$ cat src/rtl/multicycle_controller.sv
// Multi-cycle instruction controller for the SimpleCPU.
// Fetches an instruction over a req/ready handshake, decodes the opcode
// and sequences ADD, LOAD, STORE, JMP, JZ, HALT and illegal-opcode handling,
// driving one-cycle strobes toward the datapath.
module multicycle_controller #(
  parameter int DATA_W = 8,
  parameter int OPC_W  = 4,
  parameter int ADDR_W = 4
) (
  input  logic              clk,
  input  logic              rst,
  input  logic [DATA_W-1:0] mem_rdata,
  input  logic              mem_ready,
  input  logic              zero_flag,
  output logic              mem_req,
  output logic              mem_we,
  output logic [ADDR_W-1:0] mem_addr,
  output logic [ADDR_W-1:0] pc,
  output logic [DATA_W-1:0] ir,
  output logic              sum_en,
  output logic              load_en,
  output logic              store_en,
  output logic              illegal,
  output logic              halted
);

  localparam int OPND_W = DATA_W - OPC_W;

  localparam logic [OPC_W-1:0] OPC_ADD   = OPC_W'(4'b0000);
  localparam logic [OPC_W-1:0] OPC_STORE = OPC_W'(4'b0010);
  localparam logic [OPC_W-1:0] OPC_LOAD  = OPC_W'(4'b0100);
  localparam logic [OPC_W-1:0] OPC_JMP   = OPC_W'(4'b0110);
  localparam logic [OPC_W-1:0] OPC_JZ    = OPC_W'(4'b1000);
  localparam logic [OPC_W-1:0] OPC_HALT  = OPC_W'(4'b1111);

  typedef enum logic [2:0] {
    ST_FETCH  = 3'd0,
    ST_DECODE = 3'd1,
    ST_EXEC   = 3'd2,
    ST_MEM    = 3'd3,
    ST_HALT   = 3'd4
  } state_t;

  state_t              state_r;
  state_t              next_state_s;
  logic [ADDR_W-1:0]   pc_r;
  logic [ADDR_W-1:0]   pc_next_s;
  logic [DATA_W-1:0]   ir_r;
  logic [DATA_W-1:0]   ir_next_s;
  logic                illegal_r;
  logic                illegal_set_s;
  logic                halted_r;

  logic [OPC_W-1:0]    opc_s;
  logic [OPND_W-1:0]   operand_s;
  logic [ADDR_W-1:0]   target_s;
  logic                is_load_s;
  logic                is_store_s;

  logic                mem_req_s;
  logic                mem_we_s;
  logic [ADDR_W-1:0]   mem_addr_s;
  logic                sum_en_s;
  logic                load_en_s;
  logic                store_en_s;

  // Operand to address: zero-extend when narrower, keep low bits when wider.
  function automatic logic [ADDR_W-1:0] fit_addr(input logic [OPND_W-1:0] opnd);
    return ADDR_W'(opnd);
  endfunction

  assign opc_s      = ir_r[DATA_W-1 -: OPC_W];
  assign operand_s  = ir_r[OPND_W-1:0];
  assign target_s   = fit_addr(operand_s);
  assign is_load_s  = (opc_s == OPC_LOAD);
  assign is_store_s = (opc_s == OPC_STORE);

  // State, program counter, instruction register and sticky status flags.
  always_ff @(posedge clk or posedge rst) begin
    if (rst) begin
      state_r   <= ST_FETCH;
      pc_r      <= '0;
      ir_r      <= '0;
      illegal_r <= 1'b0;
      halted_r  <= 1'b0;
    end else begin
      state_r   <= next_state_s;
      pc_r      <= pc_next_s;
      ir_r      <= ir_next_s;
      illegal_r <= illegal_r | illegal_set_s;
      halted_r  <= (next_state_s == ST_HALT);
    end
  end

  // Next-state, register updates and handshake/strobe decode per state.
  always_comb begin
    next_state_s  = state_r;
    pc_next_s     = pc_r;
    ir_next_s     = ir_r;
    illegal_set_s = 1'b0;
    mem_req_s     = 1'b0;
    mem_we_s      = 1'b0;
    mem_addr_s    = pc_r;
    sum_en_s      = 1'b0;
    load_en_s     = 1'b0;
    store_en_s    = 1'b0;
    case (state_r)
      ST_FETCH: begin
        mem_req_s = 1'b1;
        if (mem_ready) begin
          ir_next_s    = mem_rdata;
          pc_next_s    = pc_r + ADDR_W'(1'b1);
          next_state_s = ST_DECODE;
        end else begin
          next_state_s = ST_FETCH;
        end
      end
      ST_DECODE: begin
        case (opc_s)
          OPC_ADD:   next_state_s = ST_EXEC;
          OPC_LOAD:  next_state_s = ST_MEM;
          OPC_STORE: next_state_s = ST_MEM;
          OPC_JMP: begin
            pc_next_s    = target_s;
            next_state_s = ST_FETCH;
          end
          OPC_JZ: begin
            if (zero_flag) begin
              pc_next_s = target_s;
            end else begin
              pc_next_s = pc_r;
            end
            next_state_s = ST_FETCH;
          end
          OPC_HALT:  next_state_s = ST_HALT;
          default: begin
            illegal_set_s = 1'b1;
            next_state_s  = ST_FETCH;
          end
        endcase
      end
      ST_EXEC: begin
        sum_en_s     = 1'b1;
        next_state_s = ST_FETCH;
      end
      ST_MEM: begin
        mem_req_s  = 1'b1;
        mem_addr_s = target_s;
        mem_we_s   = is_store_s;
        load_en_s  = is_load_s & mem_ready;
        store_en_s = is_store_s & mem_ready;
        if (mem_ready) begin
          next_state_s = ST_FETCH;
        end else begin
          next_state_s = ST_MEM;
        end
      end
      ST_HALT: begin
        next_state_s = ST_HALT;
      end
      default: begin
        next_state_s = ST_FETCH;
      end
    endcase
  end

  // Reset forces every request and strobe low immediately, whatever the state.
  assign mem_req  = mem_req_s & ~rst;
  assign mem_we   = mem_we_s & ~rst;
  assign sum_en   = sum_en_s & ~rst;
  assign load_en  = load_en_s & ~rst;
  assign store_en = store_en_s & ~rst;
  assign mem_addr = mem_addr_s;
  assign pc       = pc_r;
  assign ir       = ir_r;
  assign illegal  = illegal_r;
  assign halted   = halted_r;

endmodule

$ cat config.mk
export PLATFORM = sky130hd
export DESIGN_NAME = multicycle_controller
export DESIGN_NICKNAME = d
export VERILOG_FILES = /design/src/rtl/multicycle_controller.sv
export SDC_FILE = /design/constraint.sdc
export NUM_CORES = 1
export LEC_CHECK = 0
export BUFFER_PORTS_ARGS = -buffer_cell sky130_fd_sc_hd__buf_2
export CORE_AREA = 2 2 68 70
export DETAILED_ROUTE_END_ITERATION = 10
export DIE_AREA = 0 0 70 72
export GPL_ROUTABILITY_DRIVEN = 0
export RECOVER_POWER = 25
export SYNTH_ARGS = -nofsm -noshare
export SYNTH_HDL_FRONTEND = slang
export SYNTH_SLANG_ARGS = --single-unit
$ cat constraint.sdc
create_clock -name clk -period 5.2 [get_ports clk]
set_clock_uncertainty 0.05 [all_clocks]
set_input_delay 0.52 -clock clk [delete_from_list [all_inputs] [get_ports clk]]
set_output_delay 0.52 -clock clk [all_outputs]
set_load 0.005 [all_outputs]
# == After elaboration in Yosys (flattened, before gate mapping) ==
# Cells that the tools add are included.
# totals
register_bits,17
in_bits,12
out_inout_bits,23
word_cells,52
# op_classes
add_sub_neg,1
n_eq_ne,13
muxes,16
bitwise,9
n_reduce_logical,8
# op_table
cell,count
case mux 4 bit (2 select lines),2
two-way mux 4 bit,3
case mux 3 bit (4 select lines),1
case mux 3 bit (3 select lines),1
"== test 4 x 3 -> 1 bit, second input constant",2
"== test 4 bit, second input constant",2
two-way mux 1 bit,8
AND 1 bit,7
"== test 3 x 2 -> 1 bit, second input constant",2
"== test 3 bit, second input constant",2
OR reduction 6 bit,1
"adder 4 x 1 -> 4 bit, second input constant",1
"== test 4 x 2 -> 1 bit, second input constant",1
logical NOT 4 bit,1
AND reduction 4 bit,1
OR reduction 2 bit,2
"== test 3 x 1 -> 1 bit, second input constant",1
logical NOT 3 bit,1
"!= test 3 x 2 -> 1 bit, second input constant",1
"!= test 3 bit, second input constant",1
two-way mux 2 bit,1
"!= test 2 bit, second input constant",1
AND reduction 2 bit,1
nonzero test 2 bit,1
other kinds (2),2

# == Longest topological paths before layout ==
# Gate-level depths: netlist of run 1.
# logic_depth
ltp_word,5
depth_mapped,5
depth_no_buf,4

# == Worst setup path before layout of run 1 ==
# Ideal clock, no wire load.
# synth_timing
path_kind,register to register
startpoint,"reg ir_r[6], in the netlist ir[6]"
endpoint,"reg pc_r[1], in the netlist pc[1]"
setup_time_ns,0.128
arrival_ns,1.631
t_required_ns,5.022
setup_slack_ns,3.391
path_stages_with_launch,6
n_path_buf,1
period_less_slack_ns,1.809
path_cell_list,dfrtp_1 > buf_6 > nand4bb_1 > a211o_1 > a211oi_2 > mux2_1
# synth_via
elab_chain_len,3
elab_cells_between_ends,7
cone_classes,4 x eq/ne; 2 x mux; 1 x reduce/logical
# synth_rtl
item,line_no,text
from (decl),48,logic [DATA_W-1:0] ir_r;
from (signal assigned),89,ir_r <= ir_next_s;
== test 4 bit / == test 4 x 3 -> 1 bit (equally long branches),119,case (opc_s)
"case mux 4 bit (2 select lines), or another cell as far along",119,
case mux 4 bit (2 select lines) / AND reduction 4 bit (equally long branches),-,
to (signal assigned),88,pc_r <= pc_next_s;
to (decl),46,logic [ADDR_W-1:0] pc_r;
# Parallel ways exist; a longest one is shown, timed or not.
# A chain may end at the register's enable or synchronous reset.

# == Worst setup path after layout of run 1 ==
# layout_timing
startpoint,reg state_r[1]
endpoint,out mem_addr[0]
# layout_via
elab_chain_len,2
# layout_rtl
item,line_no,text
from (decl),44,state_t state_r;
from (signal assigned),87,state_r <= next_state_s;
== test 3 x 2 -> 1 bit,107,case (state_r)
two-way mux 4 bit,107,
to (decl),17,"output logic [ADDR_W-1:0] mem_addr,"
# Every way passes these cells.

==> results_dict.tcl, run 1 <==
set metrics [dict create \
    layout.nets 141 \
    crit_start "state_r[1]$_DFF_PP0_" \
    synth_top_area_cell "dfrtp_1" \
    timing.final.ws_setup_ns 3.024 \
    power_density_mw_per_mm2 607.6 \
    r2r-end "pc[2]$_DFFE_PP0P_" \
    pwr-share-clk_pct 13.2 \
    min_period_over_period_pct 41.86 \
    synth_nets 107 \
    core_mm2 0.004264 \
    grt_max_degree 18 \
    start_util_pct 22.65 \
    syn_avg_cell_area_um2 10.28 \
    clk_pin_slew_worst_paths_ns 0.07 \
    ys_top_cells_by_area "dfrtp_1 44%, mux2_2 13%, nor2_1 3.9%, nand2_1 3.1%, a2111oi_0 2.7%" \
    multi_input_area_um2 495.5 \
    postRouteAntennaNets 0 \
    swShare_pct 41.14 \
    cp.arrival_ns 1.61 \
    drive_above_1_share_pct 40.16 \
    max_freq_mhz 459.5 \
    die_w_um 70 \
    die_h_um 72 \
    cpPeakStageDelay_ns 0.61 \
    cts_post_setup_buffers_inserted 0 \
    first_pass_iters 4 \
    cts_root_buffer "clkbuf_8" \
    finalNonFillerCells 179 \
    ys_seq_elements 17 \
    peakVddDrop_v 0.0002402 \
    worst_ep_required_time_ns 4.63 \
    grt_pass1_wl_um 3670 \
    drcViolationCount 0 \
    rr_startpoint "state_r[1]$_DFF_PP0_" \
    rows 24 \
    final_common_cell "buf_2" \
    period_needed_ns 2.176 \
    grt_antenna_before_repair 0 \
    seq_area_um2 425.4 \
    intPower_mw 0.4336 \
    setup_viol 0 \
    switchingPower_mw 0.3031 \
    die_area_mm2 0.005040 \
    dr_total_vias 815 \
    diodes 0 \
    yosys_warnings 0 \
    cp_slowest_cell "dfrtp_1" \
    stdcell_area_mm2 0.001212 \
    synth_top_area_share_pct 44.04 \
    pin_count 35 \
    fillers 467 \
    start_kind "register" \
    dp_slack_ns 3.247 \
    grt_pass1_vias 762 \
    track_usage_pct 9.166 \
    crit_family "flip-flops" \
    worst_slew_pin_slew_ns 0.6552 \
    clk_latency_ns 0.25 \
    status "finished, final reports clean" \
    ys_seq_area_share_pct 44.04 \
    rsz0062_at_grt "false" \
    path_class "register to output pin" \
    r2r.worst_path.cells 4 \
    finalHoldViolCount 0 \
    p_leak_nw 0.5653 \
    end_kind "output pin" \
    dpl_cell_area_mm2 0.001167 \
    vias_per_cell 4.553 \
    numCtsBuffers 3 \
    dpl.cell_count 175 \
    hp-class "input port to async pin" \
    finalMaxSlewViolations 0 \
    wl_per_cell_um 12.54 \
    netlist_area_um2 965.9 \
    final_cell_mix "33 x buf_2, 17 x dfrtp_1, 11 x mux2_2" \
    wirelength_um 2244 \
    grt_overflow 0 \
    netlist_instances 94 \
    pwr-share-seq_pct 40.3 \
    fin_tns_setup_ns 0 \
    hold_buffers 0 \
    drt_iter0_drc 16 \
    crit_fanout 15 \
    timing.max_cap.violations 0 \
    cts-htree-levels 1 \
    ctsResizeCount 0 \
    ys_types 31 \
    io_buffer_count 34 \
    dpl.hpwl_um 1657 \
    cp_cell_sequence "nand3b_1, mux2_2, buf_2" \
    combPwrFrac_pct 46.5 \
    r2r_slack_ns 3.26 \
    crit_buf_inv 1 \
    power_mw 0.7367 \
    relSlewSlack_pct 56.27 \
    syn_to_final_growth_pct 25.52 \
    clkSinkCount 17 \
    cts_tree "built" \
    clk_path_buf_depth 2 \
]
==> how the worst max path moves through the flow <==
stage                        end  cells past startpoint  slack [ns]
2_1_floorplan  pc[1]$_DFFE_PP0P_                      5        3.39
3_3_place_gp             load_en                      6        3.26
3_5_place_dp             load_en                      6        3.25
4_1_cts              mem_addr[2]                      3        3.02
5_1_grt              mem_addr[2]                      3        2.86
6_report             mem_addr[0]                      3        3.02
==> cells by family after synthesis <==
kind of cell	synth area share [%]
flops	44.04
xor+xnor	0.9069
compound gates	13.73
fa+ha+maj	1.295
buf+inv	4.663
mux	15.16
simple gates	20.21
==> state kept, by name, indices dropped and copies added (netlist names) <==
register  flops
ir            8
pc            4
state_r       3
halted        1
illegal       1
==> cell type report <==
| class | instances | area share, % |
|---|---|---|
| sequential | 17 | 35.09 |
| inverter | 3 | 0.9288 |
| clock buffer | 3 | 3.406 |
| clock inverter | 1 | 0.4128 |
| timing repair buffer | 34 | 13.93 |
| multi-input combinational | 69 | 40.87 |
| tap | 52 | 5.366 |
==> stage by stage <==
stage / hold WS [ns] / utilization (%)
final: 0.2999 / 28.43
after global routing: 0.3764 / 28.43
after CTS: 0.3440 / 28.46
after detailed placement: 0.4034 / 27.38
after global placement: 0.3986 / 27.38
after floorplan: 0.3961 / -
==> cells in the mapped netlist (all sizes together) <==
library cell	n
a31o	1
o21ai	3
nor3b	2
nand2b	3
nand4bb	1
nand4	1
dfrtp	17
buf	2
a211o	2
ha	1
mux2	13
a2111oi	3
and3	2
nand3b	2
clkbuf	3
or3b	1
nand2	8
nor2	10
o22ai	1
a2bb2oi	2
a211oi	1
a21oi	4
inv	3
xor2	1
nand3	2
o2bb2ai	1
and4	1
nor2b	1
nor3	2
==> per-layer routing <==
metal / up-vias / wire length [um] / GRT usage [%]
li1: 409 / - / -
met1: 386 / 1033 / 11.11
met2: 16 / 1105 / 15.87
met3: 4 / 81 / 2.361
met4: 0 / 23 / 3.205
met5: - / 0 / 0
==> power by group through the flow <==
stage / combinational, mW / sequential, mW / clock [mW]
floorplan: 0.275 / 0.255 / 0
global placement: 0.346 / 0.296 / 0
detailed placement: 0.346 / 0.298 / 0
CTS: 0.348 / 0.296 / 0.102
global route: 0.386 / 0.312 / 0.109
finish: 0.343 / 0.297 / 0.0973
Power figures use the tool's default switching activity.
==> run 2: changes to the inputs <==
Clock period 5.2 ns to 2.1 ns, I/O delays scaled along.
==> run 2 against run 1 <==
  * The run now ends with negative hold slack left
  * Clock power rose by 150%
  * Wire length barely moved
  * Register-to-register slack got worse by 3.1 ns
  * Via count rose by 0.61%
  * Worst hold slack got worse by 0.31 ns
  * Sequential share of layout area fell by 0.60 points
  * Highest routed layer unchanged
==> results_dict.tcl, run 2 (synthesis results as in run 1) <==
set metrics [dict create \
    status "finished, violations left" \
    violations "negative hold slack" \
    clk_path_buf_depth 2 \
    hold_slack_ns -0.008360 \
    cp.arrival_ns 1.99 \
    swShare_pct 40.23 \
    pwr-share-clk_pct 12.8 \
    drive_above_1_share_pct 40.77 \
    worst_ep_required_time_ns 2.18 \
    timing.max_cap.violations 0 \
    worst_slew_pin_slew_ns 0.6681 \
    path_class "register to register" \
    p_leak_nw 0.5780 \
    max_freq_mhz 523.6 \
    postRouteAntennaNets 0 \
    grt_antenna_before_repair 0 \
    syn_to_final_growth_pct 27.72 \
    largest_reg_flops 8 \
    drt_iter0_drc 20 \
    fin_util_pct 28.93 \
    pwr-share-seq_pct 37.9 \
    final_common_cell "buf_2" \
    core_mm2 0.004264 \
    die_area_mm2 0.005040 \
    start_util_pct 22.65 \
    grt_pass1_wl_um 3850 \
    power_mw 1.871 \
    first_pass_iters 4 \
    combPwrFrac_pct 49.3 \
    finalHoldViolCount 17 \
    cpPeakStageDelay_ns 0.47 \
    crit_fanout 10 \
    grt_overflow 0 \
    pin_count 35 \
    cts_root_buffer "clkbuf_8" \
    switchingPower_mw 0.7528 \
    start_kind "register" \
    grt_max_degree 18 \
    wl_per_cell_um 12.34 \
    setup_viol 0 \
    wirelength_um 2246 \
    drcViolationCount 0 \
    dr_total_vias 820 \
    peakVddDrop_v 0.0005171 \
    final_cell_mix "33 x buf_2, 17 x dfrtp_1, 11 x mux2_2" \
    finalNonFillerCells 182 \
    cp_slowest_cell "dfrtp_1" \
    cp_cell_sequence "nand4bb_1, a211o_1, a211oi_2, mux2_1" \
    layout.nets 144 \
    cts_post_setup_buffers_inserted 0 \
    power_density_mw_per_mm2 1517 \
    clk_pin_slew_worst_paths_ns 0.06 \
    intPower_mw 1.118 \
    hp-class "input port to async pin" \
    clk_latency_ns 0.25 \
    fin_tns_setup_ns 0 \
    grt_pass1_vias 792 \
    relSlewSlack_pct 55.41 \
    track_usage_pct 9.404 \
    clkSinkCount 17 \
    die_w_um 70 \
    min_period_over_period_pct 90.94 \
    ctsResizeCount 0 \
    dpl.hpwl_um 1758 \
    end_kind "register" \
    rsz0062_at_grt "false" \
    diodes 0 \
    die_h_um 72 \
    dpl.cell_count 178 \
    cts_tree "built" \
    io_buffer_count 34 \
    cts-htree-levels 1 \
    period_needed_ns 1.910 \
    numCtsBuffers 3 \
    finalMaxSlewViolations 0 \
    rows 24 \
    vias_per_cell 4.505 \
    hold_buffers 0 \
]
==> run 2: final cells by class <==
class / count / area (um2)
sequential: 17 / 425.4
tap: 52 / 65.06
clock buffer: 4 / 45.04
inverter: 3 / 11.26
multi-input combinational: 69 / 495.5
fill: 484 / 3030
timing repair buffer: 37 / 191.4
==> run 2: critical path: cells and delay by family, from the launching register on <==
family             cells  cell delay, ns
and+or+nand+nor        1            0.23
muxes                  1            0.35
DFF                    1            0.47
AOI/OAI and AO/OA      2            0.69
==> run 2: power groups by stage <==
stage	sequential (mW)	combinational, mW	clock (mW)
after floorplan	0.632	0.681	0
after CTS	0.710	0.939	0.250
after global routing	0.754	1.03	0.263
after global placement	0.707	0.936	0
final	0.709	0.923	0.239
after detailed placement	0.714	0.936	0
==> run 2: per-stage QoR <==
stage,area (um2),setup slack (ns),hold WS (ns)
6_report,1234,0.1903,-0.008360
2_1_floorplan,965.9,0.2915,0.08607
3_3_place_gp,1190,0.2443,0.3002
5_1_grt,1234,0.1013,0.06068
4_1_cts,1235,0.1928,0.03748
3_5_place_dp,1190,0.2073,0.3044
==> run 2: per-layer routing <==
metal / vias to the layer above / track usage, % / routed length (um)
met5: - / 0 / 0
met2: 18 / 16.30 / 1157
li1: 417 / - / -
met4: 0 / 3.419 / 23
met1: 381 / 11.64 / 1000
met3: 4 / 1.944 / 65
==> run 2: final timing paths <==
| check | to | start | slack [ns] | cells after the start |
|---|---|---|---|---|
| min in group clk | ir[3]$_DFFE_PP0P_ | mem_rdata[3] | 0.13 | 2 |
| max in group asynchronous | ir[2]$_DFFE_PP0P_ | rst | 1.58 | 2 |
| min | state_r[0]$_DFF_PP0_ | rst | -0.008 | 2 |
| min reg2reg | illegal$_DFF_PP0_ | illegal$_DFF_PP0_ | 0.42 | 1 |
| max reg2reg | pc[1]$_DFFE_PP0P_ | ir[6]$_DFFE_PP0P_ | 0.19 | 4 |
| max | pc[1]$_DFFE_PP0P_ | ir[6]$_DFFE_PP0P_ | 0.19 | 4 |
==> run 3: changes to the inputs <==
==> constraint.sdc (replaced) <==
create_clock -name clk -period 2.1 [get_ports clk]
set_clock_uncertainty 0.05 [all_clocks]
set_input_delay 0.21 -clock clk [delete_from_list [all_inputs] [get_ports clk]]
set_output_delay 0.21 -clock clk [all_outputs]
set_load 0.01 [all_outputs]
==> run 3 against run 2 <==
  * The flow still finishes with violations (negative hold slack)
  * Die area did not move
  * First-iteration DRC count fell by 40%
  * Critical path type is now register to output pin
  * Utilization stayed put
  * Sequential share of layout area did not move
  * Global-route usage increased by 0.39 points
  * Combinational power up 7.4%
  * Wire length hardly changed
  * Count of clock-buffer cells in the layout stayed put
  * Largest power group unchanged
  * Fmax is essentially flat
  * Non-clock buffer count stayed put
  * Sequential cell count is the same
  * Largest cell class unchanged
==> results_dict.tcl, run 3 (synthesis results as in run 1) <==
set metrics [dict create \
    status "finished, violations left" \
    violations "negative hold slack" \
    fillers 470 \
    cts_root_buffer "clkbuf_8" \
    die_h_um 72 \
    postRouteAntennaNets 0 \
    diodes 0 \
    crit_fanout 12 \
    timing.final.ws_setup_ns 0.1908 \
    drcViolationCount 0 \
    core_mm2 0.004264 \
    layout.nets 144 \
    die_w_um 70 \
    dp_slack_ns 0.2257 \
    multi_input_area_um2 495.5 \
    drt_iter0_drc 12 \
    setup_viol 0 \
    dpl_cell_area_mm2 0.001190 \
    clkSinkCount 17 \
    final_cell_mix "33 x buf_2, 17 x dfrtp_1, 11 x mux2_2" \
    finalHoldViolCount 17 \
    grt_antenna_before_repair 0 \
    numCtsBuffers 3 \
    cts_tree "built" \
    period_needed_ns 1.909 \
    cts_post_setup_buffers_inserted 0 \
    wl_met3_um 51 \
    grt_max_degree 18 \
    power_mw 1.948 \
    die_area_mm2 0.005040 \
    finalMaxSlewViolations 0 \
    first_pass_iters 4 \
    grt_pass1_vias 803 \
    seq_area_um2 425.4 \
    fin_tns_setup_ns 0 \
    wl_per_cell_um 12.35 \
    crit_start "state_r[2]$_DFF_PP0_" \
    drive_above_1_share_pct 40.77 \
    fin_util_pct 28.93 \
    hold_slack_ns -0.01610 \
    start_kind "register" \
    pin_count 35 \
    rows 24 \
    io_buffer_count 34 \
    clk_pin_slew_worst_paths_ns 0.06 \
    cts-htree-levels 1 \
    start_util_pct 22.65 \
    worst_slew_pin_slew_ns 0.6666 \
    grt_overflow 0 \
    rsz0062_at_grt "false" \
    grt_pass1_wl_um 3953 \
    stdcell_area_mm2 0.001234 \
    power_density_mw_per_mm2 1579 \
    rr_startpoint "ir[6]$_DFFE_PP0P_" \
    dpl.hpwl_um 1742 \
    ctsResizeCount 0 \
    hp-class "input port to async pin" \
    peakVddDrop_v 0.0004919 \
    hold_buffers 0 \
    cp.arrival_ns 1.65 \
    clk_path_buf_depth 2 \
    final_common_cell "buf_2" \
    timing.max_cap.violations 0 \
    relSlewSlack_pct 55.51 \
    dr_total_vias 818 \
    path_class "register to output pin" \
    max_freq_mhz 523.8 \
    min_period_over_period_pct 90.91 \
    largest_reg_flops 8 \
    wl_met2_um 1125 \
    vias_per_cell 4.495 \
    worst_ep_required_time_ns 1.84 \
    wirelength_um 2247 \
    met1_length_um 1025 \
    end_kind "output pin" \
    clk_latency_ns 0.25 \
    p_leak_nw 0.5780 \
    track_usage_pct 9.799 \
    top_layer_used "met4" \
    syn_to_final_growth_pct 27.72 \
]
[run 3: cell counts in the layout (fill, tap and decap cells not counted)]
No cell type changed its count.
[run 3: final timing paths]
check,to,slack [ns],depth (start not counted)
max in group asynchronous,ir[1]$_DFFE_PP0P_,1.59,2
worst max register to register,pc[1]$_DFFE_PP0P_,0.21,4
worst min register to register,illegal$_DFF_PP0_,0.45,1
worst max-delay path,mem_addr[1],0.19,3
worst min-delay path,halted$_DFF_PP0_,-0.02,2
min in group clk,ir[3]$_DFFE_PP0P_,0.12,2
[run 3: layer usage]
layer	track usage, %	vias to the layer above
met4	5.128	0
met2	15.98	15
li1	-	414
met5	0	-
met1	12.80	384
met3	1.250	5
[run 3: stage by stage]
stage / hold WS [ns] / std cells
after floorplan: 0.08607 / 94
after global placement: 0.2948 / 178
after detailed placement: 0.3017 / 178
after CTS: 0.02620 / 182
after global routing: 0.04143 / 182
final: -0.01610 / 182
[run 3: area by class of cell]
class                           instances  share of cell area [%]
Timing Repair Buffer                   37                   15.52
Tap cell                               52                   5.274
Multi-Input combinational cell         69                   40.16
Inverter                                3                  0.9128
Clock buffer                            4                   3.651
Sequential cell                        17                   34.48
[run 3: critical path, stage by stage (launching register included)]
cell and delay (ns):
dfrtp_1 0.58, nand3b_1 0.31, mux2_2 0.37, buf_2 0.14
[run 3: power by group]
| group | total, mW | leakage (nW) | switching, mW | internal (mW) |
|---|---|---|---|---|
| Clock | 0.243 | 0.0228 | 0.109 | 0.135 |
| Sequential | 0.713 | 0.202 | 0.235 | 0.478 |
| Combinational | 0.991 | 0.353 | 0.484 | 0.507 |
